<file path="src/rtl/lsu_mc.sv">
// Multi-cycle RISC-V load/store unit: req/ack bus master with lane steering,
// sign/zero extension, illegal/misaligned detection and a bus timeout.
module lsu_mc #(
    parameter int unsigned XLEN    = 64,
    parameter int unsigned ADDR_W  = 32,
    parameter int unsigned TIMEOUT = 16
) (
    input  logic                clk,
    input  logic                nrst,
    input  logic                start,
    input  logic                is_store,
    input  logic [2:0]          funct3,
    input  logic [XLEN-1:0]     base,
    input  logic [XLEN-1:0]     offset,
    input  logic [XLEN-1:0]     store_data,
    output logic                busy,
    output logic                done,
    output logic [1:0]          fault,
    output logic [XLEN-1:0]     load_data,
    output logic                mem_req,
    output logic                mem_we,
    output logic [ADDR_W-1:0]   mem_addr,
    output logic [XLEN-1:0]     mem_wdata,
    output logic [XLEN/8-1:0]   mem_wmask,
    input  logic                mem_ack,
    input  logic [XLEN-1:0]     mem_rdata
);

    localparam int unsigned NB    = XLEN / 8;
    localparam int unsigned LSB   = $clog2(NB);
    localparam int unsigned CNT_W = (TIMEOUT > 1) ? $clog2(TIMEOUT) : 1;

    localparam logic [1:0] F_OK      = 2'b00;
    localparam logic [1:0] F_MISALGN = 2'b01;
    localparam logic [1:0] F_ILLEGAL = 2'b10;
    localparam logic [1:0] F_TIMEOUT = 2'b11;

    typedef enum logic [1:0] {S_IDLE, S_REQ, S_DONE} state_e;

    state_e             state_q, state_d;
    logic               busy_q, busy_d;
    logic               done_q, done_d;
    logic [1:0]         fault_q, fault_d;
    logic [XLEN-1:0]    load_data_q, load_data_d;
    logic               mem_req_q, mem_req_d;
    logic               mem_we_q, mem_we_d;
    logic [ADDR_W-1:0]  mem_addr_q, mem_addr_d;
    logic [XLEN-1:0]    mem_wdata_q, mem_wdata_d;
    logic [NB-1:0]      mem_wmask_q, mem_wmask_d;
    logic [LSB-1:0]     lane_q, lane_d;
    logic [2:0]         f3_q, f3_d;
    logic [CNT_W-1:0]   cnt_q, cnt_d;

    logic [ADDR_W-1:0]  ea_c;
    logic [LSB-1:0]     lane_c;
    logic [7:0]         mask8_c;
    logic [2:0]         align_c;
    logic               legal_c;
    logic               misal_c;
    logic               timeout_c;
    logic [XLEN-1:0]    raw_c;
    logic [XLEN-1:0]    ext_c;

    // Address decode, legality and load extension
    always_comb begin
        ea_c   = ADDR_W'(base + offset);
        lane_c = ea_c[LSB-1:0];
        case (funct3[1:0])
            2'b00:   begin mask8_c = 8'h01; align_c = 3'b000; end
            2'b01:   begin mask8_c = 8'h03; align_c = 3'b001; end
            2'b10:   begin mask8_c = 8'h0F; align_c = 3'b011; end
            default: begin mask8_c = 8'hFF; align_c = 3'b111; end
        endcase
        if (is_store)
            legal_c = (funct3 inside {3'b000, 3'b001, 3'b010}) ||
                      ((XLEN == 64) && (funct3 == 3'b011));
        else
            legal_c = (funct3 inside {3'b000, 3'b001, 3'b010, 3'b100, 3'b101}) ||
                      ((XLEN == 64) && (funct3 inside {3'b011, 3'b110}));
        misal_c   = |(ea_c[2:0] & align_c);
        timeout_c = (TIMEOUT != 0) && (cnt_q == CNT_W'(TIMEOUT - 1));

        raw_c = mem_rdata >> {lane_q, 3'b000};
        case (f3_q)
            3'b000:  ext_c = XLEN'($signed(raw_c[7:0]));
            3'b001:  ext_c = XLEN'($signed(raw_c[15:0]));
            3'b010:  ext_c = XLEN'($signed(raw_c[31:0]));
            3'b100:  ext_c = XLEN'(raw_c[7:0]);
            3'b101:  ext_c = XLEN'(raw_c[15:0]);
            3'b110:  ext_c = XLEN'(raw_c[31:0]);
            default: ext_c = raw_c;
        endcase
    end

    always_ff @(posedge clk or negedge nrst) begin
        if (!nrst) state_q <= S_IDLE;
        else       state_q <= state_d;
    end

    always_comb begin
        state_d = state_q;
        case (state_q)
            S_IDLE: if (start) state_d = (legal_c && !misal_c) ? S_REQ : S_DONE;
            S_REQ:  if (mem_ack || timeout_c) state_d = S_DONE;
            S_DONE: state_d = S_IDLE;
            default: state_d = S_IDLE;
        endcase
    end

    // Next values of the registered outputs and latched op fields
    always_comb begin
        busy_d      = (state_d == S_REQ);
        mem_req_d   = (state_d == S_REQ);
        done_d      = (state_d == S_DONE);
        fault_d     = fault_q;
        load_data_d = load_data_q;
        mem_we_d    = mem_we_q;
        mem_addr_d  = mem_addr_q;
        mem_wdata_d = mem_wdata_q;
        mem_wmask_d = mem_wmask_q;
        lane_d      = lane_q;
        f3_d        = f3_q;
        cnt_d       = '0;
        case (state_q)
            S_IDLE: begin
                if (start) begin
                    fault_d = !legal_c ? F_ILLEGAL : (misal_c ? F_MISALGN : F_OK);
                    if (legal_c && !misal_c) begin
                        mem_we_d    = is_store;
                        mem_addr_d  = {ea_c[ADDR_W-1:LSB], LSB'(0)};
                        mem_wdata_d = is_store ? XLEN'(store_data << {lane_c, 3'b000}) : '0;
                        mem_wmask_d = NB'({8'h00, mask8_c} << lane_c);
                        lane_d      = lane_c;
                        f3_d        = funct3;
                    end
                end
            end
            S_REQ: begin
                if (mem_ack) begin
                    if (!mem_we_q) load_data_d = ext_c;
                end else if (timeout_c) begin
                    fault_d = F_TIMEOUT;
                end else begin
                    cnt_d = cnt_q + CNT_W'(1);
                end
            end
            default: ;
        endcase
    end

    always_ff @(posedge clk or negedge nrst) begin
        if (!nrst) begin
            busy_q      <= 1'b0;
            done_q      <= 1'b0;
            fault_q     <= F_OK;
            load_data_q <= '0;
            mem_req_q   <= 1'b0;
            mem_we_q    <= 1'b0;
            mem_addr_q  <= '0;
            mem_wdata_q <= '0;
            mem_wmask_q <= '0;
            lane_q      <= '0;
            f3_q        <= '0;
            cnt_q       <= '0;
        end else begin
            busy_q      <= busy_d;
            done_q      <= done_d;
            fault_q     <= fault_d;
            load_data_q <= load_data_d;
            mem_req_q   <= mem_req_d;
            mem_we_q    <= mem_we_d;
            mem_addr_q  <= mem_addr_d;
            mem_wdata_q <= mem_wdata_d;
            mem_wmask_q <= mem_wmask_d;
            lane_q      <= lane_d;
            f3_q        <= f3_d;
            cnt_q       <= cnt_d;
        end
    end

    assign busy      = busy_q;
    assign done      = done_q;
    assign fault     = fault_q;
    assign load_data = load_data_q;
    assign mem_req   = mem_req_q;
    assign mem_we    = mem_we_q;
    assign mem_addr  = mem_addr_q;
    assign mem_wdata = mem_wdata_q;
    assign mem_wmask = mem_wmask_q;

endmodule
</file>
<file path="config.mk">
export PLATFORM = sky130hd
export DESIGN_NAME = lsu_mc
export DESIGN_NICKNAME = d
export VERILOG_FILES = /design/src/rtl/lsu_mc.sv
export SDC_FILE = /design/constraint.sdc
export NUM_CORES = 1
export LEC_CHECK = 0
export BUFFER_PORTS_ARGS = -buffer_cell sky130_fd_sc_hd__buf_2
export CAP_MARGIN = 20
export CORE_AREA = 2 2 172 174
export CTS_CLUSTER_DIAMETER = 60
export DETAILED_ROUTE_END_ITERATION = 12
export DIE_AREA = 0 0 174 176
export GPL_ROUTABILITY_DRIVEN = 0
export PLACE_DENSITY_LB_ADDON = 0.05
export SYNTH_ARGS = -nofsm -noshare
export SYNTH_HDL_FRONTEND = slang
export SYNTH_SLANG_ARGS = --single-unit
</file>
<file path="constraint.sdc">
create_clock -name clk -period 4.6 [get_ports clk]
set_input_delay 0.92 -clock clk [delete_from_list [all_inputs] [get_ports clk]]
set_output_delay 0.92 -clock clk [all_outputs]
set_load 0.02 [all_outputs]
</file>
==> run metrics, run 1 <==
status finished, final reports clean; Worst Clk Skew 0.0123 ns; register area share after synthesis between 30% and 40%; Slew @ Worst Pin between 1 and 1.5 ns; total die area about 30000 µm²; Req. time, crit path approximately 4.9 ns; Final Slew Violations 0; Longest Clk Path Bufs 2; syn avg cell area about 8.5 µm²; core area roughly 29000 µm²; CTS root buffer clkbuf_16; top post-synthesis cells by area dfrtp_1, mux2i_1, nand2_1, a21oi_1, o21ai_0; CTS H-tree depth 4; Die X between 150 and 200 µm; Simple-Gate Fraction of Synth Area between 10% and 20%; cell area after layout between 10000 and 15000 µm²; commonest cells in the netlist nand2_1, dfrtp_1, nor2_1, a21oi_1, o21ai_0; post-synth cell types 68; Hold Path Class register to register; CP Cell Sequence buf_2, ha_4, inv_1, fa_4, nand2b_1, a221oi_4, nand2_8, buf_4, nand2_1, o311ai_0, or3_1; hold_buf cts 0; LEAKAGE ~0.007 µW; largest net degree at the start of global routing 115; cell area after synthesis approximately 12000 µm²; latest clock arrival within the worst-skew pair between 0.4 and 0.5 ns; TritonCTS clock tree done; Overflow after GRT 0; first-pass GRT wire length about 65 mm; top cell family by delay on the critical path adder cells; ys async rst share between 90% and 100%; register bit total from synthesis between 150 and 200; Inserted Diodes 0; Fin. Hold Viols 0; fillcell total between 2000 and 3000; fin nets between 2000 and 2500; Yosys top cell area share between 30 and 40%; Setup Buffers After CTS 0; slowest stage cell, crit path fa_4; Post-Place Cells around 2100; port bufs 370; Top Ports 438; antenna-violating nets left 0; min Tclk post-route approximately 3.4 ns; Synth Area in Compound Gates 21.5%; antenna violations before repair 1; vias per cell 5.63; Synth Area in XOR/XNOR about 1.4%; Synth Instances 1439; Remaining DRCs 0; post-DR wirelength/cell 19.9 µm; crit path capture type register; Data arrival, critical path around 3.7 ns; Resize count post-CTS 0; mux contribution to synthesized area 13.8%; crit path launch type input pin; detailed placer's ending HPWL approximately 32 mm; Crit Path Class input pin to register; Rows 62; Initial Util 43.0%; First DRT Iteration DRCs a little over 1000; Max IR drop VDD 200 µV; CTS sink cnt 182; Die H about 180 µm; CP max FO 47; maxcap violations 0; Initial DRT Pass Iterations 7; WL final between 40 and 50 mm; fin crit share roughly three quarters; cell with the most instances after synthesis nand2_1; slew margin rel. between 20% and 30%; Final Setup Violations 0; total CTS buffers 17; placed cell area roughly 14000 µm²; yosys warns 0; fmax between 0.2 and 0.3 GHz; post-synthesis adder-cell area fraction approximately 3.4%; critical path's largest stage delay 0.76 ns; predominant post-synthesis flop cell dfrtp_1; RSZ-0062 raised after global routing no; pwr dens 582 nW/µm²; Tot GR Track Use 27.2%; largest area contributor in the netlist dfrtp_1; layout cells sized above 1 29.7%; vias post-DR 12000; vias in the first global route 11400; clock-pin slew on the worst setup and hold paths around 0.070 ns; Sum Neg Setup Slack 0 ns; count of flip-flops with a built-in enable after synthesis 0; Cell Count, Final, Fillers Out around 2100; Bufs and invs on worst path 3; Design Power about 8700 µW; Area growth syn-to-layout 22.0%; largest family of logic cells by synthesized area compound AO/OA/AOI/OAI gates
==> logic make-up after synthesis <==
logic type / Yosys count
AND/OR/NAND/NOR: 508
AO/OA/AOI/OAI: 419
flip-flops: 182
multiplexers: 143
buffers and inverters: 133
adder cells (fa/ha/maj): 33
XOR/XNOR: 20
other: 1
==> layout by cell type, fill, tap and decap left out, types with 4 or more instances in the layout <==
master / n
nand2b_1: 13
o211ai_1: 11
nor2_1: 143
bufinv_16: 4
o31ai_1: 26
inv_6: 5
buf_4: 16
a21boi_0: 5
clkbuf_16: 17
and2_1: 10
nor4_1: 6
a21oi_2: 32
o21ai_0: 111
inv_1: 22
a211oi_1: 28
and3_1: 6
a31oi_1: 11
ha_1: 31
dfrtp_1: 179
xor2_1: 7
mux2i_1: 93
xnor2_1: 11
a22oi_1: 9
o21a_1: 5
nor3_1: 20
nand2_1: 222
a21o_1: 10
a21oi_1: 133
nand3_1: 35
mux4_2: 18
or3_1: 12
nand4_1: 14
nor2b_1: 14
mux2_2: 32
buf_2: 369
==> state kept, by name (all words and copies together) (netlist names) <==
signal and cells:
mem_wmask 8, mem_addr 29, load_data 64, lane_q 3, done 1, mem_we 1
mem_req 1, f3_q 3, cnt_q 4, state_q 2, mem_wdata 64, fault 2
==> worst min-delay path: stages (launching register included) <==
cell and delay [ns]:
dfrtp_1 0.34, nand2_1 0.04, o21ai_0 0.05
==> per-stage QoR <==
stage                     hold slack, ns  utilization (%)  worst slack [ns]
after floorplan                    0.433                -              1.47
after global placement             0.449             50.3             0.779
after detailed placement           0.456             50.3             0.761
after CTS                          0.475             52.5              1.23
after global routing               0.495             52.5              1.05
final                              0.473             52.5              1.24
==> power breakdown <==
| group | internal [µW] | switching [µW] | total [µW] |
|---|---|---|---|
| Combinational | 1560 | 2770 | 4330 |
| Clock | 917 | 697 | 1610 |
| Sequential | 2240 | 544 | 2780 |
==> area by class of cell <==
type	instances	area [µm²]	area share, %
flip-flops and latches	182	4560	30.4
clock buffers	17	425	2.84
repair buffers	388	2020	13.5
well taps	384	480	3.21
clock inverters	13	196	1.31
multi-input cells	1126	7210	48.2
inverters	23	86.3	0.576
==> metal layers <==
layer	global-route usage (%)	up-vias	part of all wire, %
met5	0	-	0.031
met4	6.65	2	1.6
met3	5.79	39	7.4
met2	44.6	484	47
met1	36.9	5743	44
li1	-	5742	-
==> path summary, 6_finish.rpt <==
check | start | to | slack, ns | cells past startpoint
worst max-delay path | offset[0] | mem_addr[22] | 1.24 | 11
worst min register to register | mem_addr[5] | mem_addr[5] | 0.47 | 2
max in group asynchronous | nrst | mem_addr[14] | 3.09 | 2
min in group asynchronous | nrst | mem_addr[9] | 0.57 | 1
worst min-delay path | mem_addr[5] | mem_addr[5] | 0.47 | 2
worst max register to register | lane_q[1] | load_data[62] | 1.49 | 7
Power figures use the tool's default switching activity.
==> run 2: changes to the inputs <==
Settings changed: ABC_AREA from default to 1, CORE_AREA 2 2 172 174 to 2 2 170 172, DIE_AREA 0 0 174 176 to 0 0 172 174.
Clock period 4.6 ns to 3.2 ns, I/O delays scaled along.
==> run metrics, run 2 <==
status finished, final reports clean; largest area contributor in the netlist dfrtp_1; commonest cells after routing, fill and taps aside nand2_1, buf_2, nor2_1, o21ai_0, inv_1; Rows 62; largest net degree at the start of global routing 134; Resize count post-CTS 0; WL final around 44 mm; RSZ-0062 raised after global routing no; Fin. Hold Viols 0; register area share after synthesis 35.4%; fin util a little under three fifths; First DRT Iteration DRCs ~1200; total CTS buffers 17; fin crit share between 80% and 90%; crit path capture type register; Overflow after GRT 0; fmax 0.377 GHz; count of flip-flops with a built-in enable after synthesis 0; top cell family by delay on the critical path buffers and inverters; Slew @ Worst Pin about 0.9 ns; fin nets roughly 2600; vias in the first global route about 13000; total die area between 20000 and 30000 µm²; cell area after synthesis approximately 13000 µm²; area of the multi-input gates 7070 µm²; Crit Path Class input pin to register; post-synth cell types between 40 and 50; antenna-violating nets left 0; CTS H-tree depth 4; slowest stage cell, crit path buf_4; commonest cells in the netlist nand2_1, nor2_1, o21ai_0, dfrtp_1, inv_1; LEAKAGE ~0.0085 µW; core area about 28000 µm²; post-DR wirelength/cell 16.5 µm; ys async rst share 100%; min Tclk post-route roughly 2.7 ns; Data arrival, critical path 2.95 ns; Initial DRT Pass Iterations 8; vias per cell 5.19; Reg area about 4600 µm²; CP Cell Sequence buf_2, ha_2, inv_1, fa_2, inv_1, nor2_1, o22ai_2, inv_2, nand3_4, inv_4, nand2_2, buf_4, o21ai_0; Worst Clk Skew 0.0178 ns; Yosys top cell area share 35.4%; CP dominant cell by count inv_1; Bufs and invs on worst path 6; vias post-DR about 14000; pwr dens ~810 nW/µm²; port bufs 370; latest clock arrival within the worst-skew pair between 0.4 and 0.5 ns; antenna violations before repair 6; clock-pin slew on the worst setup and hold paths about 0.09 ns; Initial Util 45.6%; TritonCTS clock tree done; predominant post-synthesis flop cell dfrtp_1; Final Setup Violations 0; top post-synthesis cells by area dfrtp_1, nand2_1, o21ai_0, nor2_1, inv_1; Die X 172 µm; critical path's largest stage delay between 0.5 and 0.6 ns; Remaining DRCs 0; layout cells sized above 1 a little over a fifth; Sum Neg Setup Slack 0 ns; Setup Buffers After CTS 0; CTS sink cnt roughly 180; first-pass GRT wire length 68.8 mm; yosys warns 0; CTS root buffer clkbuf_16; fillcell total 3002; syn avg cell area 6.50 µm²; hold_buf cts 0; slew margin rel. between 40% and 50%; Final Slew Violations 0; Top Ports approximately 440; cell with the most instances after synthesis nand2_1; Longest Clk Path Bufs 2; Reg2Reg Launch Point f3_q[1]; Synth Instances approximately 2000; Area growth syn-to-layout 21.7%; crit path launch type input pin; CP max FO between 50 and 60; launch point of the critical path base[0]; Max IR drop VDD roughly 400 µV; Req. time, crit path 3.50 ns; register bit total from synthesis 182; Die H 174 µm; Hold Path Class input pin to async pin; maxcap violations 0; commonest non-fill, non-tap cell in the layout nand2_1; detailed placer's ending HPWL approximately 34 mm; Tot GR Track Use roughly 30%
-- run 2: cell type report --
class | count | share of cell area (%)
clock buffer | 17 | 2.72
multi-input combinational | 1504 | 45.1
inverter | 187 | 4.50
clock inverter | 15 | 1.37
antenna | 5 | 0.0799
sequential | 182 | 29.1
timing repair buffer | 406 | 14.1
tap | 384 | 3.07
-- run 2: cells by family after synthesis --
logic type,Yosys count,synth area share [%]
multiplexers,16,1.24
adder cells (fa/ha/maj),33,3.27
XOR/XNOR,15,1.02
flip-flops,182,35.4
AO/OA/AOI/OAI,380,16.2
AND/OR/NAND/NOR,1057,33.0
other,1,0.0291
buffers and inverters,296,9.79
-- run 2: worst paths after layout --
kind / slack [ns] / endpoint / depth (start not counted)
worst max-delay path: 0.55 / mem_wdata[50] / 13
worst min-delay path: 0.21 / load_data[49] / 1
worst max register to register: 0.84 / load_data[54] / 6
worst min register to register: 0.48 / cnt_q[0] / 1
max in group asynchronous: 2.25 / load_data[23] / 2
min in group clk: 0.40 / cnt_q[2] / 2
-- run 2: routing by layer --
layer | vias to the layer above | wire length (µm) | track usage (%)
li1 | 6960 | - | -
met1 | 6427 | 20000 | 41.5
met4 | 2 | 1460 | 10.0
met5 | - | 13 | 0
met3 | 71 | 2990 | 4.17
met2 | 554 | 19900 | 45.9
-- run 2: where the power goes --
| group | total, µW | internal [µW] | switching (µW) |
|---|---|---|---|
| clock network | 2240 | 1090 | 1150 |
| logic | 6590 | 2060 | 4530 |
| registers | 3870 | 3220 | 648 |
| total | 12700 | 6370 | 6330 |
-- run 2: stage by stage --
stage	instance area, µm²	hold WS [ns]	setup WS [ns]	std cells	power [µW]
2_1_floorplan	12900	0.344	0.726	1982	8220
3_3_place_gp	15000	0.454	0.108	2663	10400
3_5_place_dp	15000	0.462	0.0579	2663	10500
4_1_cts	15700	0.227	0.540	2695	12700
5_1_grt	15700	0.246	0.377	2699	13600
6_report	15700	0.206	0.546	2700	12700
==> run 3: changes to the inputs <==
Settings changed: CORE_AREA 2 2 170 172 to default, CORE_MARGIN from default to 2, CORE_UTILIZATION from default to 47, DIE_AREA 0 0 172 174 to default.
Clock period 3.2 ns to 2.4 ns, I/O delays scaled along.
==> run metrics, run 3 (synthesized netlist as in run 2, its figures left out) <==
Die X around 170 µm; largest net degree at the start of global routing slightly above 80; Final Slew Violations 0; Initial DRT Pass Iterations 6; status finished, final reports clean; first-pass GRT wire length around 70 mm; post-DR wirelength/cell ~16 µm; layout cells sized above 1 23.0%; Design Power between 15000 and 20000 µW; Cell Count, Final, Fillers Out 2726; Remaining DRCs 0; Max IR drop VDD between 500 and 600 µV; WHS 0.244 ns; pwr dens roughly 1100 nW/µm²; fin nets 2662; total die area between 20000 and 30000 µm²; Reg area 4560 µm²; First DRT Iteration DRCs approximately 1300; TritonCTS clock tree done; commonest cells after routing, fill and taps aside nand2_1, buf_2, nor2_1, o21ai_0; area of the multi-input gates about 7100 µm²; detailed placer's ending HPWL 35.1 mm; core area between 20000 and 30000 µm²; RSZ-0062 raised after global routing no; Post-Place Cells around 2700; placed cell area approximately 16000 µm²; maxcap violations 0; crit path capture type register; Area growth syn-to-layout 26.5%; Fin. Hold Viols 0; Worst Clk Skew approximately 0.023 ns; vias post-DR ~14000; fillcell total 2678; fin crit share a little over nine tenths; CTS root buffer clkbuf_16; antenna-violating nets left 0; vias in the first global route about 13000; CTS sink cnt about 180; total CTS buffers 17; Crit Path Class input pin to register; Hold Path Class input pin to register; cell area after layout 16300 µm²; fmax between 0.4 and 0.5 GHz; port bufs 370; Initial Util between 40% and 50%; Req. time, crit path roughly 2.7 ns; Slew @ Worst Pin 0.635 ns; clock-pin slew on the worst setup and hold paths ~0.09 ns; CTS H-tree depth 4; LEAKAGE around 0.009 µW; antenna violations before repair 8; Setup WS post-layout around 0.13 ns; Top Ports 438; pre-CTS setup slack -0.307 ns; WL final 44.9 mm; Rows 60; Die H 169 µm; Longest Clk Path Bufs 2; latest clock arrival within the worst-skew pair between 0.4 and 0.5 ns; slew margin rel. a little under three fifths; commonest non-fill, non-tap cell in the layout nand2_1; Final Setup Violations 0; CP max FO 7; crit path launch type input pin; Setup Buffers After CTS 0; min Tclk post-route 2.27 ns; Tot GR Track Use ~31%; Data arrival, critical path approximately 2.6 ns; Overflow after GRT 0; Resize count post-CTS 0; vias per cell approximately 5.3
## run 3: final timing paths
kind,start,depth (start not counted),slack (ns),end
min in group asynchronous,nrst,2,0.52,load_data[49]
hold reg to reg,mem_addr[29],2,0.48,mem_addr[29]
hold / removal,mem_ack,2,0.24,cnt_q[2]
setup / recovery,base[0],12,0.13,mem_wdata[38]
max in group asynchronous,nrst,3,1.09,load_data[4]
setup reg to reg,lane_q[1],8,0.22,load_data[57]
## run 3: power by group
part	switching [µW]	total [µW]	leakage, µW	internal (µW)
clock	1580	3040	0.000304	1460
sequential	865	5160	0.00228	4300
combinational	6140	9200	0.00629	3060
total	8580	17400	0.00888	8810
## run 3: per-stage QoR
stage | setup TNS, ns | utilization [%]
after floorplan | 0 | -
after global placement | -10.32 | 57.9
after detailed placement | -14.15 | 57.9
after CTS | 0 | 60.3
after global routing | 0 | 60.4
final | 0 | 60.4
## run 3: final cells by class
type	instances	area share [%]
multi-input cells	1504	43.4
flip-flops and latches	182	28.0
repair buffers	473	17.7
inverters	187	4.33
well taps	341	2.62
clock buffers	17	2.61
clock inverters	15	1.28
diodes	7	0.108
## run 3: critical path, cell delays in order
cell	delay [ns]
buf_2	0.09
ha_2	0.19
inv_1	0.06
fa_2	0.55
inv_1	0.07
nor2_1	0.16
buf_4	0.14
clkinv_1	0.20
buf_4	0.23
nor2_1	0.15
o211ai_1	0.09
o21ai_0	0.20
## run 3: metal layers
metal | vias up | global-route usage, % | wire (µm)
met3 | 89 | 4.03 | 3390
li1 | 7107 | - | -
met1 | 6556 | 42.8 | 19700
met2 | 643 | 48.6 | 20100
met4 | 2 | 12.4 | 1760
met5 | - | 0 | 13
## run 3: what timing repair did
item / CTS / global route
hold buffers: 1 / 0
endpoints found under the setup margin: 0 / 0
hold endpoints to repair: 35 / 0
